**config.mk**
```make
export PLATFORM = sky130hd
export DESIGN_NAME = microcode_execution_sequencer_flat
export DESIGN_NICKNAME = d
export VERILOG_FILES = /design/src/rtl/microcode_execution_sequencer_if.sv /design/src/rtl/microcode_execution_sequencer.sv /design/src/flat_wrapper.sv
export SDC_FILE = /design/constraint.sdc
export NUM_CORES = 1
export LEC_CHECK = 0
export ABC_AREA = 1
export CORE_MARGIN = 2
export CORE_UTILIZATION = 32
export DETAILED_ROUTE_END_ITERATION = 8
export SYNTH_ARGS = -nofsm -noshare
export SYNTH_HDL_FRONTEND = slang
export SYNTH_SLANG_ARGS = --single-unit
```
**constraint.sdc**
```tcl
create_clock -name clock -period 1.6 [get_ports clock]
set_clock_uncertainty 0.15 [all_clocks]
set_input_delay 0.16 -clock clock [delete_from_list [all_inputs] [get_ports clock]]
set_output_delay 0.16 -clock clock [all_outputs]
set_load 0.1 [all_outputs]
```
**src/rtl/microcode_execution_sequencer_if.sv**
```systemverilog
// ============================================================================
// Module   : microcode_execution_sequencer_if
// Brief    : Handshake/bus bundle between the sequencer and its neighbours
//            (opcode translator, microcode ROM, program counter, memory).
//            Optional macro UOP_WATCHDOG_EN adds watchdog_fault.
// Revision : 1.0 - initial release
// ============================================================================
`default_nettype none

interface microcode_execution_sequencer_if #(
    parameter int UADDR_WIDTH  = 16,
    parameter int UCOUNT_WIDTH = 8
);
    logic                    enable;
    logic                    halt;
    logic [UADDR_WIDTH-1:0]  entry_address;
    logic                    instruction_finish;
    logic                    mem_ready;
    logic [UADDR_WIDTH-1:0]  microcode_address;
    logic                    microcode_rom_read_enable;
    logic                    instruction_latch;
    logic                    program_counter_enable;
    logic [UCOUNT_WIDTH-1:0] uop_count;
    logic [2:0]              state;
    logic                    halted;
`ifdef UOP_WATCHDOG_EN
    logic                    watchdog_fault;
`endif

    modport master (
`ifdef UOP_WATCHDOG_EN
        input  watchdog_fault,
`endif
        output enable, halt, entry_address, instruction_finish, mem_ready,
        input  microcode_address, microcode_rom_read_enable, instruction_latch,
        input  program_counter_enable, uop_count, state, halted
    );

    modport slave (
`ifdef UOP_WATCHDOG_EN
        output watchdog_fault,
`endif
        input  enable, halt, entry_address, instruction_finish, mem_ready,
        output microcode_address, microcode_rom_read_enable, instruction_latch,
        output program_counter_enable, uop_count, state, halted
    );
endinterface

`default_nettype wire

```
**src/rtl/microcode_execution_sequencer.sv**
```systemverilog
// ============================================================================
// Module   : microcode_execution_sequencer
// Brief    : Fetch / decode / execute FSM stepping the microcode address and
//            pulsing the PC when a micro-routine finishes.
//            Optional macro UOP_WATCHDOG_EN adds a per-instruction uop limit.
// Revision : 1.0 - initial release
// ============================================================================
`default_nettype none

module microcode_execution_sequencer #(
    parameter int UADDR_WIDTH  = 16,
    parameter int FETCH_CYCLES = 1,
    parameter int UCOUNT_WIDTH = 8,
    parameter int MAX_UOPS     = 64
) (
    input  wire logic                      clock,
    input  wire logic                      reset_n,
    microcode_execution_sequencer_if.slave bus
);

    typedef enum logic [2:0] {
        ST_IDLE    = 3'd0,
        ST_FETCH   = 3'd1,
        ST_DECODE  = 3'd2,
        ST_EXECUTE = 3'd3,
        ST_HALTED  = 3'd4
    } state_t;

    localparam logic [3:0]              C_FETCH_LAST  = 4'(FETCH_CYCLES - 1);
    localparam logic [UCOUNT_WIDTH-1:0] C_UCOUNT_SAT  = '1;

    if (FETCH_CYCLES < 1 || FETCH_CYCLES > 15 || MAX_UOPS < 1) begin : g_param_check
        $error("microcode_execution_sequencer: FETCH_CYCLES must be 1..15 and MAX_UOPS >= 1");
    end

    state_t                  state_q, state_d;
    logic [3:0]              fetch_cnt_q, fetch_cnt_d;
    logic [UADDR_WIDTH-1:0]  uaddr_q, uaddr_d;
    logic [UCOUNT_WIDTH-1:0] ucount_q, ucount_d;
    logic [UCOUNT_WIDTH-1:0] ucount_inc_d;
    logic                    rom_re_q;
    logic                    halted_q;
`ifdef UOP_WATCHDOG_EN
    localparam logic [31:0]  C_MAX_UOPS = 32'(MAX_UOPS);
    logic                    wd_q, wd_d;
`endif

    assign ucount_inc_d = (ucount_q == C_UCOUNT_SAT) ? ucount_q : ucount_q + 1'b1;

    always_comb begin
        state_d     = state_q;
        fetch_cnt_d = fetch_cnt_q;
        uaddr_d     = uaddr_q;
        ucount_d    = ucount_q;
`ifdef UOP_WATCHDOG_EN
        wd_d        = wd_q;
`endif
        unique case (state_q)
            ST_IDLE: begin
                if (bus.enable) state_d = ST_FETCH;
            end
            ST_FETCH: begin
                // The fetch counter only advances on cycles the memory is ready.
                if (bus.mem_ready) begin
                    if (fetch_cnt_q == C_FETCH_LAST) begin
                        fetch_cnt_d = '0;
                        state_d     = ST_DECODE;
                    end else begin
                        fetch_cnt_d = fetch_cnt_q + 4'd1;
                    end
                end
            end
            ST_DECODE: begin
                if (bus.halt) begin
                    state_d = ST_HALTED;
                end else begin
                    uaddr_d  = bus.entry_address;
                    ucount_d = '0;
                    state_d  = ST_EXECUTE;
                end
            end
            ST_EXECUTE: begin
                if (bus.mem_ready) begin
                    ucount_d = ucount_inc_d;
                    if (bus.instruction_finish) begin
                        state_d = bus.enable ? ST_FETCH : ST_IDLE;
                    end else begin
                        uaddr_d = uaddr_q + 1'b1;
`ifdef UOP_WATCHDOG_EN
                        if (32'(ucount_inc_d) >= C_MAX_UOPS) begin
                            state_d = ST_HALTED;
                            wd_d    = 1'b1;
                        end
`endif
                    end
                end
            end
            ST_HALTED: state_d = ST_HALTED;
            default:   state_d = ST_IDLE;
        endcase
    end

    always_ff @(posedge clock or negedge reset_n) begin
        if (!reset_n) begin
            state_q     <= ST_IDLE;
            fetch_cnt_q <= '0;
            uaddr_q     <= '0;
            ucount_q    <= '0;
            rom_re_q    <= 1'b0;
            halted_q    <= 1'b0;
`ifdef UOP_WATCHDOG_EN
            wd_q        <= 1'b0;
`endif
        end else begin
            state_q     <= state_d;
            fetch_cnt_q <= fetch_cnt_d;
            uaddr_q     <= uaddr_d;
            ucount_q    <= ucount_d;
            rom_re_q    <= (state_d == ST_EXECUTE);
            halted_q    <= (state_d == ST_HALTED);
`ifdef UOP_WATCHDOG_EN
            wd_q        <= wd_d;
`endif
        end
    end

    // Pulses must coincide with the ready cycle that completes them, so they
    // are decoded from the state register and the live handshake inputs.
    assign bus.instruction_latch         = (state_q == ST_FETCH) && bus.mem_ready &&
                                           (fetch_cnt_q == C_FETCH_LAST);
    assign bus.program_counter_enable    = (state_q == ST_EXECUTE) && bus.mem_ready &&
                                           bus.instruction_finish;
    assign bus.microcode_address         = uaddr_q;
    assign bus.microcode_rom_read_enable = rom_re_q;
    assign bus.uop_count                 = ucount_q;
    assign bus.state                     = state_q;
    assign bus.halted                    = halted_q;
`ifdef UOP_WATCHDOG_EN
    assign bus.watchdog_fault            = wd_q;
`endif

endmodule

`default_nettype wire

```
**src/flat_wrapper.sv**
```systemverilog
// flat-port wrapper written by rule: the top's interface ports become plain ports
module microcode_execution_sequencer_flat 
#(
    parameter int UADDR_WIDTH  = 16,
    parameter int FETCH_CYCLES = 1,
    parameter int UCOUNT_WIDTH = 8,
    parameter int MAX_UOPS     = 64
)
  (clock, reset_n, bus_enable, bus_halt, bus_entry_address, bus_instruction_finish, bus_mem_ready, bus_microcode_address, bus_microcode_rom_read_enable, bus_instruction_latch, bus_program_counter_enable, bus_uop_count, bus_state, bus_halted);
  microcode_execution_sequencer_if #(.UADDR_WIDTH(UADDR_WIDTH), .UCOUNT_WIDTH(UCOUNT_WIDTH)) bus_i ();
  input  wire logic clock;
  input  wire logic reset_n;
  input wire logic [$bits(bus_i.enable)-1:0] bus_enable;
  input wire logic [$bits(bus_i.halt)-1:0] bus_halt;
  input wire logic [$bits(bus_i.entry_address)-1:0] bus_entry_address;
  input wire logic [$bits(bus_i.instruction_finish)-1:0] bus_instruction_finish;
  input wire logic [$bits(bus_i.mem_ready)-1:0] bus_mem_ready;
  output wire logic [$bits(bus_i.microcode_address)-1:0] bus_microcode_address;
  output wire logic [$bits(bus_i.microcode_rom_read_enable)-1:0] bus_microcode_rom_read_enable;
  output wire logic [$bits(bus_i.instruction_latch)-1:0] bus_instruction_latch;
  output wire logic [$bits(bus_i.program_counter_enable)-1:0] bus_program_counter_enable;
  output wire logic [$bits(bus_i.uop_count)-1:0] bus_uop_count;
  output wire logic [$bits(bus_i.state)-1:0] bus_state;
  output wire logic [$bits(bus_i.halted)-1:0] bus_halted;
  assign bus_i.enable = bus_enable;
  assign bus_i.halt = bus_halt;
  assign bus_i.entry_address = bus_entry_address;
  assign bus_i.instruction_finish = bus_instruction_finish;
  assign bus_i.mem_ready = bus_mem_ready;
  assign bus_microcode_address = bus_i.microcode_address;
  assign bus_microcode_rom_read_enable = bus_i.microcode_rom_read_enable;
  assign bus_instruction_latch = bus_i.instruction_latch;
  assign bus_program_counter_enable = bus_i.program_counter_enable;
  assign bus_uop_count = bus_i.uop_count;
  assign bus_state = bus_i.state;
  assign bus_halted = bus_i.halted;
  microcode_execution_sequencer #(.UADDR_WIDTH(UADDR_WIDTH), .FETCH_CYCLES(FETCH_CYCLES), .UCOUNT_WIDTH(UCOUNT_WIDTH), .MAX_UOPS(MAX_UOPS)) u_core (.clock(clock), .reset_n(reset_n), .bus(bus_i));
endmodule
```
==> flow_summary.ini <==
[die]
fp-row-count = 29
die_h_um = 84.9
die_w_um = 84.9
io_pins = 53
die_area_um2 = 7210
start_util = 0.330
coreArea_um2 = 6350

[clock_network]
cts.path.max_buffers = 2
worstSkewPairLatency_ps = 290
clockRootBuffer = clkbuf_8
cts_tree = done
clk_pin_slew_worst_paths_ps = 70
clock_sinks = 33
htreeDepth = 2
cts_buffers = 5

[logic_synthesis]
ys_warn_count = 0
synth.cell_area_um2 = 2100
yosysSeqAreaShare = 0.394
synth_compound_area_frac = 0.0896
syn_nets = 331
synth_area_per_cell_um2 = 6.87
synth_flop_cell = dfrtp_1
synthDistinctLibCells = 29
synthXorXnorAreaFrac = 0.0251
synth-edff-count = 0
ys_async_sr_fraction = 1.00
syn_inst = 305
yosys.area_share.simple = 0.383
ys_ff_latch = 33
synthAdderAreaFrac = 0.0239
synth_mux_area_frac = 0
synth_top_family_by_area = simple AND/OR/NAND/NOR gates

[detailed_routing]
via_per_inst = 4.64
drt-initial-drc-count = 87
drc_errors = 0
drt_first_pass_iters = 4
drtAntennaViolNets = 0
vias = 2190
drt-total-wl_um = 5740
wl_per_cell_um = 12.2

[grt]
gr-usage-met1 = 0.203
use_met3 = 0.0331
grtUsageMet2 = 0.266
grt.total_usage = 0.158
antenna_found_initial = 0
grt_max_degree = 34
top_usage_layer = met2
grt-ovfl-total = 0
grt_pass1_wl_um = 9280
grt_pass1_vias = 2055

[timing]
rsz0062_at_grt = yes
fin_crit_sh = 1.08
finalMaxSlewViolations = 0
fin_tns_setup_ps = -1570
relSlewSlack = 0.816
worst_pin_slew_ps = 273
fin_crit_ps = 1730
finalHoldViolations = 0
fmax_ghz = 0.579
setup_viol = 25
setup_ws_ps = -128

[pwr]
p_leak_nw = 1.59
ir_worst_vdd_v = 0.00179
power.density_nw_per_um2 = 2000

[worst_setup_path]
cp.arrival_ps = 1760
worstSetupStartpointType = register
critical_path_class = register to register
end_kind = register
crit_required_ps = 1630
path_max_fanout = 5

[placement]
gp_congestion = 0.886
dpl.cell_count = 447
dpl.hpwl_um = 4020
numPortBuffers = 52

[layout]
final_nets = 420
final_common_cell = nand2_1
final_cell_mix = 92 x nand2_1, 36 x nor2_1, 34 x buf_12, 28 x inv_1, 27 x buf_4
layout-drive-gt1-share = 0.342
post_layout_nonfiller_instances = 472
antennaDiodeCount = 0
syn2layout_area_growth_pct = 72.2

[run]
maxCapViolCount = 0

[min_path]
hold_class = input port to asynchronous set/reset pin

[outcome]
violations = negative setup slack
status = finished, violations left
==> metrics by stage <==
stage / instance area (um2) / utilization / hold slack (ps) / worst slack [ps] / power, mW
after CTS: 3470 / 0.547 / 100 / -120 / 7.05
after global routing: 3610 / 0.568 / 104 / -212 / 7.62
final: 3610 / 0.568 / 91.6 / -128 / 7.24
after floorplan: 2260 / - / -286 / -599 / 4.48
after detailed placement: 3300 / 0.520 / 312 / -46.9 / 6.24
after global placement: 3300 / 0.520 / 313 / -16.1 / 6.19
==> sequential cells by signal, summed over array words and instances (netlist names) <==
| name | flops |
|---|---|
| u_core.fetch_cnt_q | 4 |
| u_core.bus.microcode_address | 16 |
| u_core.bus.microcode_rom_read_enable | 1 |
| u_core.bus.uop_count | 8 |
| u_core.bus.halted | 1 |
| u_core.bus.state | 3 |
==> power by group <==
part / internal, mW / switching, mW
sequential: 1.21 / 0.503
combinational: 1.86 / 3.00
clock: 0.351 / 0.319
==> layer usage <==
layer,share of wire,vias up
met2,0.48,49
met3,0.036,8
met5,0,-
li1,-,1143
met4,0.013,0
met1,0.47,990
==> area by class of cell <==
type,instances,area (um2)
clock buffer,8,90.1
fill,567,2740
inverter,33,134
multi-input combinational,232,1220
sequential,33,886
tap,77,96.3
timing repair buffer,89,1190
==> worst max-delay path, cell delays in order (launching register included) <==
cell	delay, ps
dfrtp_4	510
nand2_4	100
buf_6	100
nor2_4	50
buf_6	120
clkbuf_16	140
or2_2	280
a21oi_2	130
nor2_1	40
==> final timing paths <==
kind | start | to | slack (ps) | depth (start not counted)
worst max-delay path | u_core.bus.state[0]$_DFF_PN0_ | u_core.bus.microcode_address[8]$_DFFE_PN0P_ | -130 | 8
worst min-delay path | reset_n | u_core.bus.microcode_address[13]$_DFFE_PN0P_ | 90 | 2
worst max register to register | u_core.bus.state[0]$_DFF_PN0_ | u_core.bus.microcode_address[8]$_DFFE_PN0P_ | -130 | 8
worst min register to register | u_core.fetch_cnt_q[3]$_DFFE_PN0P_ | u_core.fetch_cnt_q[3]$_DFFE_PN0P_ | 330 | 1
max in group asynchronous | reset_n | u_core.bus.state[2]$_DFF_PN0_ | 1000 | 2
min in group clock | bus_entry_address[2] | u_core.bus.microcode_address[2]$_DFFE_PN0P_ | 300 | 3
==> cell families (layout without fill, tap and decap cells) <==
family                     Yosys count  in the layout
DFF                                 33             33
buffers and inverters               40            130
adders and majority gates            4              4
and+or+nand+nor                    188            188
xor gates and xnor gates             6              6
AOI/OAI and AO/OA                   34             34
==> cells in the mapped netlist, types with 3 or more instances <==
cell type	instances	area share
inv_1	31	0.056
o21ai_1	4	0.0096
nor2_1	43	0.077
a21oi_1	4	0.0096
a31oi_1	3	0.0090
nand4_1	3	0.0090
buf_2	4	0.0096
dfrtp_1	33	0.39
xor2_1	6	0.025
nand2_1	97	0.17
o21ai_0	18	0.043
ha_1	4	0.024
nor3_1	5	0.012
or2_2	4	0.012
nand3_1	28	0.067
==> repair_timing <==
action	4_1_cts	5_1_grt
hold buffers	0	0
pin swaps	7	7
resized for setup	8	14
setup buffers	7	8
gates cloned	0	2
setup endpoints to repair	4	28
Note: power is estimated with default switching activity, not from simulation.
